### src/rtl/debounce_event_arbiter.sv
// ---------------------------------------------------------------------------
// debounce_event_arbiter
//
// Purpose:
//   Four-channel push-button front end. Each raw button is debounced by a
//   small per-channel FSM that locks out further changes for HOLD cycles
//   after every accepted edge. Each accepted press (LOW -> LOCK_H) queues one
//   pending event for its channel. A round-robin arbiter drains the pending
//   events, one per accepted handshake, onto a single valid/ready port.
//
// Ports:
//   clk        in   1  system clock, rising edge
//   reset      in   1  asynchronous, active-high reset
//   b          in   4  raw button levels, already synchronous to clk
//   s          out  4  debounced button levels, registered
//   evt_valid  out  1  a press event is presented on evt_id
//   evt_id     out  2  channel index of the presented press
//   evt_ready  in   1  consumer accepts the event this cycle
//   ovf        out  1  sticky: a press was dropped because its channel was
//                      already pending
//
// Parameters:
//   HOLD  lock-out length in cycles after an accepted edge (1..15)
//   CW    lock-out counter width, must be able to hold HOLD-1
// ---------------------------------------------------------------------------
module debounce_event_arbiter #(
  parameter int HOLD = 3,
  parameter int CW   = 4
) (
  input  logic       clk,
  input  logic       reset,
  input  logic [3:0] b,
  output logic [3:0] s,
  output logic       evt_valid,
  output logic [1:0] evt_id,
  input  logic       evt_ready,
  output logic       ovf
);

  // Debounce FSM state encoding, shared by all four channels.
  localparam logic [1:0] ST_LOW    = 2'd0;
  localparam logic [1:0] ST_LOCK_H = 2'd1;
  localparam logic [1:0] ST_HIGH   = 2'd2;
  localparam logic [1:0] ST_LOCK_L = 2'd3;

  // Value loaded into the lock-out counter on an accepted edge. The lock
  // state is left at the edge where the counter reads zero, so loading
  // HOLD-1 gives a lock-out of exactly HOLD cycles.
  localparam logic [CW-1:0] HOLD_M1 = CW'(HOLD - 1);

  // Per-channel debounce state.
  logic [3:0][1:0]    state_q, state_d;
  logic [3:0][CW-1:0] cnt_q,   cnt_d;
  logic [3:0]         s_q,     s_d;
  logic [3:0]         press;

  // Arbiter and output-slot state.
  logic [3:0] pend_q,     pend_d;
  logic       evtValid_q, evtValid_d;
  logic [1:0] evtId_q,    evtId_d;
  logic [1:0] rrLast_q,   rrLast_d;
  logic       ovf_q,      ovf_d;

  // Arbiter helpers.
  logic       slotFree;
  logic       found;
  logic [1:0] winner;
  logic [1:0] cand;
  logic [3:0] grantVec;

  // Debounce FSMs: every channel runs the same four-state machine. The
  // debounced level is registered alongside the state and changes on the
  // very edge that accepts a button change, so s adds no extra latency.
  // Only the LOW -> LOCK_H transition reports a press; releases never do.
  always_comb begin
    state_d = state_q;
    cnt_d   = cnt_q;
    s_d     = s_q;
    press   = 4'b0000;
    for (int i = 0; i < 4; i++) begin
      case (state_q[i])
        ST_LOW: begin
          s_d[i] = 1'b0;
          if (b[i]) begin
            state_d[i] = ST_LOCK_H;
            cnt_d[i]   = HOLD_M1;
            s_d[i]     = 1'b1;
            press[i]   = 1'b1;
          end
        end
        ST_LOCK_H: begin
          s_d[i] = 1'b1;
          if (cnt_q[i] == '0) begin
            state_d[i] = ST_HIGH;
          end else begin
            cnt_d[i] = cnt_q[i] - CW'(1);
          end
        end
        ST_HIGH: begin
          s_d[i] = 1'b1;
          if (!b[i]) begin
            state_d[i] = ST_LOCK_L;
            cnt_d[i]   = HOLD_M1;
            s_d[i]     = 1'b0;
          end
        end
        ST_LOCK_L: begin
          s_d[i] = 1'b0;
          if (cnt_q[i] == '0) begin
            state_d[i] = ST_LOW;
          end else begin
            cnt_d[i] = cnt_q[i] - CW'(1);
          end
        end
        default: begin
          state_d[i] = ST_LOW;
          cnt_d[i]   = '0;
          s_d[i]     = 1'b0;
        end
      endcase
    end
  end

  // Round-robin search: look at rrLast+1, rrLast+2, ... wrapping modulo 4,
  // and take the first channel with a pending press. The last candidate
  // (k = 4) wraps back onto rrLast itself so it is considered last.
  always_comb begin
    found  = 1'b0;
    winner = rrLast_q;
    cand   = rrLast_q;
    for (int k = 1; k <= 4; k++) begin
      cand = rrLast_q + 2'(k);
      if (!found && pend_q[cand]) begin
        found  = 1'b1;
        winner = cand;
      end
    end
  end

  // Output slot and pending bookkeeping. The slot can take a new event when
  // it is empty or its current event is being accepted this cycle; a
  // stalled slot holds valid and id stable. A new press on the channel that
  // is granted this cycle re-sets its pend bit (set wins over clear), and
  // that case is not an overflow because the earlier press has just left.
  always_comb begin
    slotFree   = !evtValid_q || evt_ready;
    grantVec   = (slotFree && found) ? (4'b0001 << winner) : 4'b0000;
    pend_d     = (pend_q & ~grantVec) | press;
    ovf_d      = ovf_q | (|(press & pend_q & ~grantVec));
    evtValid_d = evtValid_q;
    evtId_d    = evtId_q;
    rrLast_d   = rrLast_q;
    if (slotFree) begin
      if (found) begin
        evtValid_d = 1'b1;
        evtId_d    = winner;
        rrLast_d   = winner;
      end else begin
        evtValid_d = 1'b0;
      end
    end
  end

  // State registers. rrLast resets to 3 so channel 0 holds first priority
  // after reset; reset also discards any in-flight or pending events.
  always_ff @(posedge clk or posedge reset) begin
    if (reset) begin
      state_q    <= {4{ST_LOW}};
      cnt_q      <= '0;
      s_q        <= 4'b0000;
      pend_q     <= 4'b0000;
      evtValid_q <= 1'b0;
      evtId_q    <= 2'd0;
      rrLast_q   <= 2'd3;
      ovf_q      <= 1'b0;
    end else begin
      state_q    <= state_d;
      cnt_q      <= cnt_d;
      s_q        <= s_d;
      pend_q     <= pend_d;
      evtValid_q <= evtValid_d;
      evtId_q    <= evtId_d;
      rrLast_q   <= rrLast_d;
      ovf_q      <= ovf_d;
    end
  end

  assign s         = s_q;
  assign evt_valid = evtValid_q;
  assign evt_id    = evtId_q;
  assign ovf       = ovf_q;

endmodule

### config.mk
export PLATFORM = sky130hd
export DESIGN_NAME = debounce_event_arbiter
export DESIGN_NICKNAME = d
export VERILOG_FILES = /design/src/rtl/debounce_event_arbiter.sv
export SDC_FILE = /design/constraint.sdc
export NUM_CORES = 1
export LEC_CHECK = 0
export CORE_UTILIZATION = 53
export DETAILED_ROUTE_END_ITERATION = 12
export PLACE_DENSITY_LB_ADDON = 0.08
export SETUP_SLACK_MARGIN = 0.05
export SLEW_MARGIN = 20
export SYNTH_ARGS = -nofsm -noshare
export SYNTH_HDL_FRONTEND = slang
export SYNTH_SLANG_ARGS = --single-unit
export TNS_END_PERCENT = 100
### constraint.sdc
create_clock -name clk -period 1.49 [get_ports clk]
set_input_delay 0.298 -clock clk [delete_from_list [all_inputs] [get_ports clk]]
set_output_delay 0.298 -clock clk [all_outputs]
set_load 0.05 [all_outputs]
# After elaboration in Yosys (flattened, before gate mapping)
# Cells that the tools add are included.
word_totals:
  regBits: 38
  latch_bits: 0
  ramBits: 0
  mem_bits_ro: 0
  inputBits: 7
  output_inout_bits: 8
  wordCells: 165
  mem_count: 0
op_classes:
  n_addsub: 7
  multipliers: 0
  div_mod_pow: 0
  n_lt_le_gt_ge: 4
  n_eq_ne: 32
  shift: 1
  muxes: 66
  bitwise: 6
  reduce_logical: 35
ops:
  columns: ["cell", "count"]
  rows:
  - ["$mux W4", 13]
  - ["$pmux W4 S3", 4]
  - ["$mux W2", 20]
  - ["$ne A2 B2 Y1 const B", 20]
  - ["$pmux W2 S4", 4]
  - ["$mux W1", 17]
  - ["$eq A2 B2 Y1 const B", 8]
  - ["$logic_not A4 Y1", 4]
  - ["$reduce_and A4 Y1", 4]
  - ["$reduce_or A2 Y1", 8]
  - ["$sub A4 B1 Y4 const B", 4]
  - ["$and A4 B4 Y4", 3]
  - ["$lt A2 B3 Y1 const B", 4]
  - ["$pmux W1 S3", 4]
  - ["$reduce_and A3 Y1", 4]
  - ["$bmux W1 S2", 4]
  - ["$eq A2 B1 Y1 const B", 4]
  - ["$logic_not A2 Y1", 4]
  - ["$add A2 B2 Y2 const B", 2]
  - ["$logic_and A1 B1 Y1", 4]
  - ["$logic_not A1 Y1", 4]
  - ["$not A4 Y4", 1]
  - ["$or A4 B4 Y4", 1]
  - ["$reduce_or A4 Y1", 1]
  - ["5 further kinds", 5]

# Depth between registers and ports, before layout
# Gate-level depths: netlist of run 1.
depth:
  word_depth: 19
  ltp_mapped: 8
  depth_no_buf: 8

# Least setup slack after synthesis of run 1
# OpenSTA, ideal clock, no wires.
synth_timing:
  path_type: "flip-flop to flip-flop"
  from: "register state_q[0] (netlist name)"
  to: "register cnt_q[3] (netlist name)"
  setup_ps: 136
  arrival_time_ps: 1475
  required_time_ps: 1354
  slack_ps: -121
  stages_incl_launch_ff: 8
  path_buffers: 0
  synth_period_minus_slack_ps: 1611
  cell_sequence: "dfrtp_1 > inv_1 > ha_1 > mux2i_2 > o21ai_1 > nor4_2 > xnor2_1 > a21oi_1"
synth_between:
  elab_chain_cells: 4
  elab_cells_between_ends: 10
  cone_classes: "eq/ne: 6; mux: 1; reduce/logical: 3"
synth_lines:
  columns: ["element", "line_no", "text"]
  rows:
  - ["from (decl)", "52", "logic [3:0][1:0] state_q, state_d;"]
  - ["from (signal assigned)", "168", "state_q <= {4{ST_LOW}};"]
  - ["from (signal assigned)", "177", "state_q <= state_d;"]
  - ["$eq A2 B2 Y1 / $eq A2 B1 Y1 (equally long branches)", "81", "case (state_q[i])"]
  - ["$reduce_or A2 Y1 (no source line)", null, null]
  - ["$ne A2 B2 Y1 (no source line)", null, null]
  - ["$reduce_and A3 Y1 (no source line)", null, null]
  - ["to (signal assigned)", "178", "cnt_q <= cnt_d;"]
  - ["to (decl)", "53", "logic [3:0][CW-1:0] cnt_q, cnt_d;"]
# Several ways; a longest one is shown, not always the timed one.
# A chain may end at the register's enable or synchronous reset.

# Final worst setup path of run 1
layout_timing:
  from: "register rrLast_q[0]"
  to: "register ovf_q, in the netlist ovf"
layout_between:
  elab_chain_cells: 19
  elab_cells_between_ends: 32
  cone_classes: "add/sub: 3; shift: 1; mux: 17; bitwise: 3; reduce/logical: 8"
layout_lines:
  columns: ["element", "line_no", "text"]
  rows:
  - ["from (decl)", "61", "logic [1:0] rrLast_q, rrLast_d;"]
  - ["from (signal assigned)", "183", "rrLast_q <= rrLast_d;"]
  - ["$add A2 B1 Y2", "132", "cand = rrLast_q + 2'(k);"]
  - ["$bmux W1 S2", "133", "if (!found && pend_q[cand]) begin"]
  - ["$mux W1 (not written as such)", "133", null]
  - ["$mux W1", "133", null]
  - ["$logic_not A1 Y1", "133", null]
  - ["$logic_and A1 B1 Y1", "133", null]
  - ["$mux W1", "133", null]
  - ["$logic_not A1 Y1", "133", null]
  - ["[4 not listed]", null, null]
  - ["$mux W2 / $mux W1 (equally long branches)", "133", null]
  - ["$shl A1 B2 Y4 / $logic_and A1 B1 Y1 (equally long branches)", "147", "grantVec = (slotFree && found) ? (4'b0001 << winner) : 4'b0000;"]
  - ["$mux W4 (*)", "147", null]
  - ["$not A4 Y4 (*)", "149", "ovf_d = ovf_q | (|(press & pend_q & ~grantVec));"]
  - ["$and A4 B4 Y4 (*)", "149", null]
  - ["$reduce_or A4 Y1 (*)", "149", null]
  - ["$or A1 B1 Y1 (*)", "149", null]
  - ["via ovf_d", "62", "logic ovf_q, ovf_d;"]
  - ["to (signal assigned)", "184", "ovf_q <= ovf_d;"]
  - ["to (decl)", "62", null]
# Mark *: on every way through the listed nets, which the timed path passes. The rest lies on a longest branch. The select of a mux whose other input is x is not followed.

==> impl_metrics.json, run 1 <==
{
  "yosysTopAreaCellShare_pct": 41.07,
  "dpl_cell_area_um2": 2838,
  "hp-class": "in -> async",
  "synth_commonest_cells": "36 x dfrtp_1, 27 x nand2_1, 27 x nor2_1",
  "dieWidth_um": 66.33,
  "overflow": 0,
  "netlist_instances": 228,
  "synth_nets": 255,
  "fp-row-count": 23,
  "dp_slack_ns": -0.2862,
  "drive_above_1_share_pct": 49.50,
  "ys_types": 46,
  "fin_setup_tns_ns": -0.5031,
  "clk_pin_slew_ns": 0.08,
  "setup_viol": 12,
  "critPathArrivalTime_ns": 1.76,
  "ys_seq_elements": 38,
  "violations": "setup timing",
  "cp-end-kind": "register",
  "power_per_cell_area_nw_per_um2": 2523,
  "clock_skew_ns": 0.01371,
  "track_usage_pct": 23.75,
  "synth_edf_count": 0,
  "nFillCells": 215,
  "ios": 15,
  "async_flop_share_pct": 100.0,
  "crit_path_start_kind": "register",
  "grt_setup_unrepaired": "yes",
  "final_area_um2": 3343,
  "avgSynthCellArea_um2": 9.620,
  "relSlewSlack_pct": 73.17,
  "clockBufferDepth": 2,
  "cts_root_buf": "clkbuf_8",
  "grt_pass1_vias": 1753,
  "gp_congestion": 0.7944,
  "core_um2": 4000,
  "ys_seq_area_share_pct": 43.47,
  "dp_hpwl_mm": 3.213,
  "fin_cells": 351,
  "grt_max_degree": 39,
  "critPathKind": "reg -> reg",
  "via_count": 1906,
  "port_buffers": 14,
  "drc_errors": 0,
  "finalHoldViolations": 0,
  "grt_pass1_wl_mm": 7.755,
  "drt-pass1-iter-count": 4,
  "ys_warn_count": 0,
  "antenna_cells": 0,
  "start_util_pct": 54.83,
  "hold_ws_ns": 0.3813,
  "die_h_um": 66.33,
  "synth.top_cells.by_area": "dfrtp_1 41%, ha_1 11%, nand2_1 4.6%",
  "setup_ws_ns": -0.1002,
  "vias_per_cell": 5.430,
  "cts.sinks": 38,
  "vdd_drop_max_mv": 1.511,
  "fmax_ghz": 0.6288,
  "yosysMostFrequentCell": "dfrtp_1",
  "finalCritPeriodShare_pct": 106.7,
  "final_nets": 327,
  "synth_top_flop_cell": "dfrtp_1",
  "clock_latency_ns": 0.29,
  "cp_data_required_time_ns": 1.66,
  "status": "finished with violations",
  "drv_slew": 0,
  "post-synth-top-area-cell": "dfrtp_1",
  "die_area_um2": 4400,
  "ctsHoldBuffers": 0,
  "cts_tree": "done",
  "drt_wl_total_mm": 5.343,
  "cts_htree_levels": 2,
  "cts_made_buffers": 5,
  "syn_to_final_growth_pct": 52.42,
  "final_util_pct": 83.58,
  "synth_area_um2": 2193,
  "drt-initial-drc-count": 97,
  "antenna_left": 0,
  "cap_violations": 0,
  "critPathMaxFanout": 5,
  "antenna_found_initial": 0,
  "wl_per_cell_um": 15.22,
  "fin_crit_ns": 1.590,
  "tightest_slew_ns": 0.4016,
  "dp.cells": 329,
  "p_leak_nw": 1.469,
  "total_power_mw": 8.435
}
-- area by class of cell --
type	instances	area [um2]	share of cell area, %
Multi-Input combinational cell	171	1511	45.21
Sequential cell	38	958.4	28.67
Timing Repair Buffer	66	659.4	19.72
Clock buffer	7	76.32	2.283
Inverter	18	67.56	2.021
Tap cell	50	62.56	1.871
Clock inverter	1	7.507	0.2246
-- worst max-delay path, stage by stage, from the launching register on --
cell	delay (ns)
dfstp_2	0.60
o21ai_2	0.07
o21ai_2	0.08
a221oi_4	0.11
buf_6	0.14
or2_4	0.25
o211ai_2	0.14
nand3_1	0.08
-- state kept, by name, summed over array words and instances (netlist names) --
signal and count:
cnt_q 16, state_q 8, s 4, ovf 1, evt_id 2, rrLast_q 2, evt_valid 1, pend_q 4
-- worst paths after layout --
path / startpoint / end / slack [ns] / cells past startpoint
min in group clk: cnt_q[12] / cnt_q[12] / 0.53 / 1
max: rrLast_q[0] / ovf / -0.10 / 7
max in group asynchronous: reset / rrLast_q[1] / 0.85 / 3
min: reset / cnt_q[11] / 0.38 / 3
max reg2reg: rrLast_q[0] / ovf / -0.10 / 7
min reg2reg: cnt_q[12] / cnt_q[12] / 0.53 / 1
-- cell usage in the layout (no fill, tap or decap), types with 8 or more instances in the layout --
cell type	count
buf_12	9
buf_4	41
buf_6	10
dfrtp_1	32
ha_2	10
inv_1	10
inv_2	8
nand2_1	27
nor2_1	14
o21ai_0	15
-- layer usage --
layer	global-route usage, %	up-vias	routed length [um]
li1	-	929	-
met1	28.66	946	2231
met2	41.45	22	2913
met3	5.690	9	114
met4	7.181	0	83
met5	0	-	0
-- cell families (layout without fill, tap and decap cells) --
group	count (synthesis)	after routing	share of synthesized area (%)
and+or+nand+nor	93	93	21.39
AOI/OAI and AO/OA	48	48	15.35
xor gates and xnor gates	3	3	1.198
DFF	38	38	43.47
adders and majority gates	20	20	11.41
buffers and inverters	19	92	3.594
muxes	7	7	3.594
-- power by group --
group,internal (mW),switching (mW),leakage (nW)
logic,2.95,2.74,0.986
registers,1.51,0.532,0.444
clock network,0.331,0.364,0.0385
total,4.79,3.64,1.47
-- what timing repair did --
action | CTS | global route
pin swaps | 9 | 16
setup endpoints to repair | 25 | 33
gates resized for setup | 22 | 63
setup buffers | 5 | 10
Note: power is estimated with default switching activity, not from simulation.
==> inputs of run 2 (changes only) <==
--- a/config.mk
+++ b/config.mk
@@ -7,6 +7,7 @@
 export LEC_CHECK = 0
 export CORE_UTILIZATION = 53
 export DETAILED_ROUTE_END_ITERATION = 12
+export HOLD_SLACK_MARGIN = 0.02
 export PLACE_DENSITY_LB_ADDON = 0.08
 export SETUP_SLACK_MARGIN = 0.05
 export SLEW_MARGIN = 20
==> results of run 2 <==
The final DEF is identical to that of run 1; final timing and power are the same.
==> inputs of run 3 (changes only) <==
--- a/config.mk
+++ b/config.mk
@@ -10,7 +10,6 @@
 export HOLD_SLACK_MARGIN = 0.02
 export PLACE_DENSITY_LB_ADDON = 0.08
 export SETUP_SLACK_MARGIN = 0.05
-export SLEW_MARGIN = 20
 export SYNTH_ARGS = -nofsm -noshare
 export SYNTH_HDL_FRONTEND = slang
 export SYNTH_SLANG_ARGS = --single-unit
==> results of run 3 <==
The final DEF is identical to that of run 1; final timing and power are the same.
